[src/rtl/seq_divider.sv]
// -----------------------------------------------------------------------------
// seq_divider
// Multi-cycle radix-2 restoring divider for MIPS DIV/DIVU. It produces one
// quotient bit per clock and sits in the execute stage behind the ALU.
//
// Handshake: the ALU raises start with the operands valid and holds it until it
// sees ready. It then drops start, and the divider returns to IDLE. annul
// aborts any operation in flight.
//
// Ports
//   clk         rising-edge clock
//   rst         synchronous, active-high reset
//   signed_div  1 = DIV (two's complement), 0 = DIVU; sampled with start in IDLE
//   opdata1     dividend; sampled in IDLE only
//   opdata2     divisor; sampled in IDLE only
//   start       request level, held until ready
//   annul       abort (exception flush); overrides start
//   result      {remainder, quotient}; valid while ready = 1
//   ready       result valid
// -----------------------------------------------------------------------------
module seq_divider #(
  parameter int WIDTH = 32
) (
  input  logic               clk,
  input  logic               rst,
  input  logic               signed_div,
  input  logic [WIDTH-1:0]   opdata1,
  input  logic [WIDTH-1:0]   opdata2,
  input  logic               start,
  input  logic               annul,
  output logic [2*WIDTH-1:0] result,
  output logic               ready
);

  localparam int CW = $clog2(WIDTH);

  typedef enum logic [1:0] {
    ST_IDLE   = 2'd0,
    ST_BYZERO = 2'd1,
    ST_ON     = 2'd2,
    ST_END    = 2'd3
  } state_t;

  state_t state, state_nxt;

  logic [CW-1:0]        cnt;
  logic                 dvd_neg;
  logic                 dvs_neg;
  logic [WIDTH-1:0]     dvs_mag;
  // Working register: [2W-1:W] is the partial remainder and [W-1:0] holds the
  // dividend bits not yet consumed, with quotient bits filling in from the LSB.
  // The partial remainder is always below the divisor, so W bits are enough.
  logic [2*WIDTH-1:0]   work;
  logic [2*WIDTH:0]     work_shl;
  logic signed [WIDTH:0] trial;
  logic [2*WIDTH-1:0]   work_step;
  logic                 go;
  logic                 last_iter;

  // Two's-complement negation when neg is set, else pass-through.
  function automatic logic [WIDTH-1:0] neg_if(input logic neg,
                                              input logic [WIDTH-1:0] v);
    return neg ? -v : v;
  endfunction

  assign go        = start && !annul;
  assign last_iter = (cnt == CW'(WIDTH - 1));

  // One restoring step. The difference always lies in (-2^W, 2^W), so the
  // sign bit of the W+1-bit trial gives the compare result directly.
  always_comb begin
    work_shl  = {work, 1'b0};
    trial     = $signed(work_shl[2*WIDTH:WIDTH] - {1'b0, dvs_mag});
    work_step = work_shl[2*WIDTH-1:0];
    if (trial >= 0) begin
      work_step = {trial[WIDTH-1:0], work_shl[WIDTH-1:1], 1'b1};
    end
  end

  always_ff @(posedge clk) begin
    if (rst) begin
      state <= ST_IDLE;
    end else begin
      state <= state_nxt;
    end
  end

  always_comb begin
    state_nxt = state;
    case (state)
      ST_IDLE: begin
        if (go) begin
          state_nxt = (opdata2 == '0) ? ST_BYZERO : ST_ON;
        end
      end
      ST_BYZERO: begin
        state_nxt = annul ? ST_IDLE : ST_END;
      end
      ST_ON: begin
        if (annul) begin
          state_nxt = ST_IDLE;
        end else if (last_iter) begin
          state_nxt = ST_END;
        end
      end
      ST_END: begin
        state_nxt = go ? ST_END : ST_IDLE;
      end
      default: state_nxt = ST_IDLE;
    endcase
  end

  always_ff @(posedge clk) begin
    if (rst) begin
      cnt     <= '0;
      dvd_neg <= 1'b0;
      dvs_neg <= 1'b0;
      dvs_mag <= '0;
      work    <= '0;
      result  <= '0;
      ready   <= 1'b0;
    end else begin
      ready <= (state_nxt == ST_END);
      case (state)
        ST_IDLE: begin
          result <= '0;
          if (go && opdata2 != '0) begin
            dvd_neg <= signed_div & opdata1[WIDTH-1];
            dvs_neg <= signed_div & opdata2[WIDTH-1];
            dvs_mag <= neg_if(signed_div & opdata2[WIDTH-1], opdata2);
            work    <= {{WIDTH{1'b0}},
                        neg_if(signed_div & opdata1[WIDTH-1], opdata1)};
            cnt     <= '0;
          end
        end
        ST_BYZERO: begin
          result <= '0;
        end
        ST_ON: begin
          if (!annul) begin
            work <= work_step;
            cnt  <= cnt + CW'(1);
            // Sign fix-up uses the value produced by the final iteration.
            if (last_iter) begin
              result <= {neg_if(dvd_neg, work_step[2*WIDTH-1:WIDTH]),
                         neg_if(dvd_neg ^ dvs_neg, work_step[WIDTH-1:0])};
            end
          end
        end
        ST_END: begin
          if (!go) begin
            result <= '0;
          end
        end
        default: result <= '0;
      endcase
    end
  end

  always_ff @(posedge clk) begin
    if (!rst) begin
      assert (!ready || state == ST_END);
    end
  end

endmodule
[config.mk]
export PLATFORM = sky130hd
export DESIGN_NAME = seq_divider
export DESIGN_NICKNAME = d
export VERILOG_FILES = /design/src/rtl/seq_divider.sv
export SDC_FILE = /design/constraint.sdc
export NUM_CORES = 1
export LEC_CHECK = 0
export ABC_AREA = 1
export CAP_MARGIN = 10
export CORE_ASPECT_RATIO = 1.25
export CORE_MARGIN = 4
export CORE_UTILIZATION = 50
export CTS_CLUSTER_DIAMETER = 100
export DETAILED_ROUTE_END_ITERATION = 8
export GPL_TIMING_DRIVEN = 0
export PLACE_DENSITY = 0.75
export SYNTH_ARGS = -nofsm -noshare
export SYNTH_HDL_FRONTEND = slang
export SYNTH_SLANG_ARGS = --single-unit
export TNS_END_PERCENT = 20
[constraint.sdc]
create_clock -name clk -period 5.3 [get_ports clk]
set_input_delay 0.53 -clock clk [delete_from_list [all_inputs] [get_ports clk]]
set_output_delay 0.53 -clock clk [all_outputs]
set_load 0.01 [all_outputs]
==> flow_metrics.tcl, run 1 <==
set metrics [dict create \
    status "complete, no violations" \
    period_needed_ns 4.67 \
    ys_seq_elements 170 \
    tritoncts "built" \
    reg2reg_depth 31 \
    fp-row-count 66 \
    cellPowerDensity_mw_per_mm2 261 \
    hold_viol 0 \
    syn-num-nets 2334 \
    yosysWarnings 0 \
    grt_first_pass_wirelength_um 75100 \
    gp_congestion 0.993 \
    crit_path_max_incr_delay_ns 0.42 \
    cp_slowest_cell "fa_1" \
    syn_avg_cell_area_sq_um 5.89 \
    cts_setup_buffers 0 \
    place_area_sq_mm 0.0149 \
    async_flop_share 0 \
    routed_wl_um 47800 \
    end_kind "flop" \
    die-width_um 153 \
    clkTransAtPathRegs_ns 0.08 \
    crit_required_ns 5.62 \
    ys.flop_type "dfxtp_1" \
    core_sq_mm 0.0259 \
    start_util 0.506 \
    final_nets 2486 \
    start_kind "flop" \
    finalNonFillerCells 2731 \
    area_growth_pct 18.0 \
    die_h_um 189 \
    grt_pass1_vias 14500 \
    clock_latency_ns 0.45 \
    max_freq_mhz 214 \
    synth_cell_types 56 \
    final.setup_skew_ns 0.0203 \
    wl_per_cell_um 17.5 \
    min_from "result[47]" \
    drive_gt1_frac 0.0615 \
    viasPerCell 5.42 \
    overflow 0 \
    firstDrtPassIters 6 \
    syn-instance-count 2226 \
    finalSetupViolCount 0 \
    peakVddDrop_v 0.000204 \
    startpoint "work[31]" \
    p_leak_nw 7.42 \
    stdcell_area_sq_mm 0.0155 \
    cp.arrival_ns 4.98 \
    grt_max_degree 20 \
    syn-cell-area_sq_mm 0.0131 \
    antenna_cells 0 \
    clock_path_buffers 2 \
    drt_iter0_drc 1108 \
    cts_buffers 17 \
    htree_num_levels 4 \
    hpwlAfterDp_um 38800 \
    maxSlewHeadroom 0.451 \
    pin_count 134 \
    io_buffers 133 \
    fin_crit_sh 0.880 \
    fin_setup_tns_ns 0 \
    rsz0062_at_grt "false" \
    utilization 0.597 \
    drc 0 \
    maxCapViolations 0 \
    dp.cells 2699 \
    numClockSinks 170 \
    slew_violations 0 \
    synth_edf_count 0 \
    hold_depth 2 \
    dieArea_sq_mm 0.0289 \
    crit_fanout 10 \
    r2r_start "work[31]" \
    grtUsageTotal 0.327 \
    crit_type "reg -> reg" \
    hp-class "reg -> reg" \
    cts_root_buf "clkbuf_16" \
    synth-seq-area-share 0.260 \
    antenna_found_initial 0 \
    worst_slew_pin_slew_ns 0.823 \
    vias 14800 \
    ant_nets 0 \
]
-- synthesized netlist by cell type (18+ instances only) --
library cell,count,area [sq um]
inv_1,294,1100
nand2_1,719,2700
nand4_1,18,113
nor3_1,30,150
o21ai_0,89,445
xor2_1,35,307
a21oi_1,179,896
nor2_1,192,721
ha_1,38,475
xnor2_1,22,193
nand2_2,31,194
dfxtp_1,170,3400
nand3_1,156,781
clkbuf_1,53,199
-- final timing paths --
check	to	slack, ns
worst max-delay path	result[26]	0.63
worst min-delay path	result[47]	0.47
worst max register to register	result[26]	0.63
worst min register to register	result[47]	0.47
-- metal layers --
metal | part of all wire | global-route usage | wire length (um) | up-vias
met2 | 0.49 | 0.586 | 23500 | 532
met1 | 0.39 | 0.367 | 18500 | 6708
li1 | - | - | - | 7393
met4 | 0.073 | 0.214 | 3510 | 0
met3 | 0.047 | 0.0361 | 2240 | 171
met5 | 0 | 0 | 0 | -
-- cell families (layout without fill, tap and decap cells) --
kind of cell               Yosys count  after routing  share of synthesized area
AOI/OAI and AO/OA                  356            356                      0.152
xor gates and xnor gates            57             57                     0.0381
adders and majority gates           39             39                     0.0378
buffers and inverters              394            559                      0.119
DFF                                170            170                      0.260
and+or+nand+nor                   1210           1210                      0.394
-- critical path: cells and delay by family, from the launching register on --
family	cells	cell delay, ns
adder cells (fa/ha/maj)	3	0.85
AO/OA/AOI/OAI	4	0.46
AND/OR/NAND/NOR	20	2.31
buffers and inverters	4	0.56
flip-flops	1	0.35
-- registers in the layout, indices dropped and copies added (netlist names) --
register  cells
cnt           5
ready         1
result       64
state         2
dvs_neg       1
dvs_mag      32
work         64
dvd_neg       1
-- cell type report --
class	count	area [sq um]
clock buffers	17	425
plain buffers	80	382
well taps	340	425
clock inverters	15	169
inverters	314	1180
multi-input cells	1662	8160
fillers	2694	10500
flip-flops and latches	170	3400
repair buffers	133	1330
-- cells in the final DEF (no fill, tap or decap), types with 35 or more instances in the layout --
cell type        instances
nor2_1                 192
xor2_1                  35
a21oi_1                179
inv_1                  294
o21ai_0                 89
ha_1                    38
clkbuf_1                53
dfxtp_1                170
clkdlybuf4s50_1        133
nand2_1                719
nand3_1                156
-- report_power, final --
| group | switching [mW] | leakage, nW | total, mW | internal (mW) |
|---|---|---|---|---|
| clock network | 0.638 | 0.289 | 1.27 | 0.635 |
| registers | 0.0579 | 1.38 | 1.39 | 1.33 |
| logic | 0.925 | 5.75 | 1.38 | 0.451 |
-- metrics by stage --
step	power, mW	hold slack, ns	setup slack, ns
after global placement	2.75	0.453	0.597
after CTS	4.01	0.470	0.466
final	4.04	0.468	0.634
after detailed placement	2.76	0.458	0.483
after global routing	4.26	0.494	0.0497
after floorplan	2.33	0.435	1.30
-- repair_timing --
| item | CTS | global route |
|---|---|---|
| gates resized for setup | 0 | 2 |
| setup endpoints to repair | 0 | 4 |
| hold buffers | 0 | 0 |
| endpoints found under the hold margin | 0 | 0 |
Power figures use the tool's default switching activity.
==> run 2: changes to the inputs <==
--- a/config.mk
+++ b/config.mk
@@ -6,7 +6,7 @@
 export NUM_CORES = 1
 export LEC_CHECK = 0
 export ABC_AREA = 1
-export CAP_MARGIN = 10
+export CAP_MARGIN = 20
 export CORE_ASPECT_RATIO = 1.25
 export CORE_MARGIN = 4
 export CORE_UTILIZATION = 50
==> results of run 2 <==
The final DEF is identical to that of run 1; final timing and power are the same.
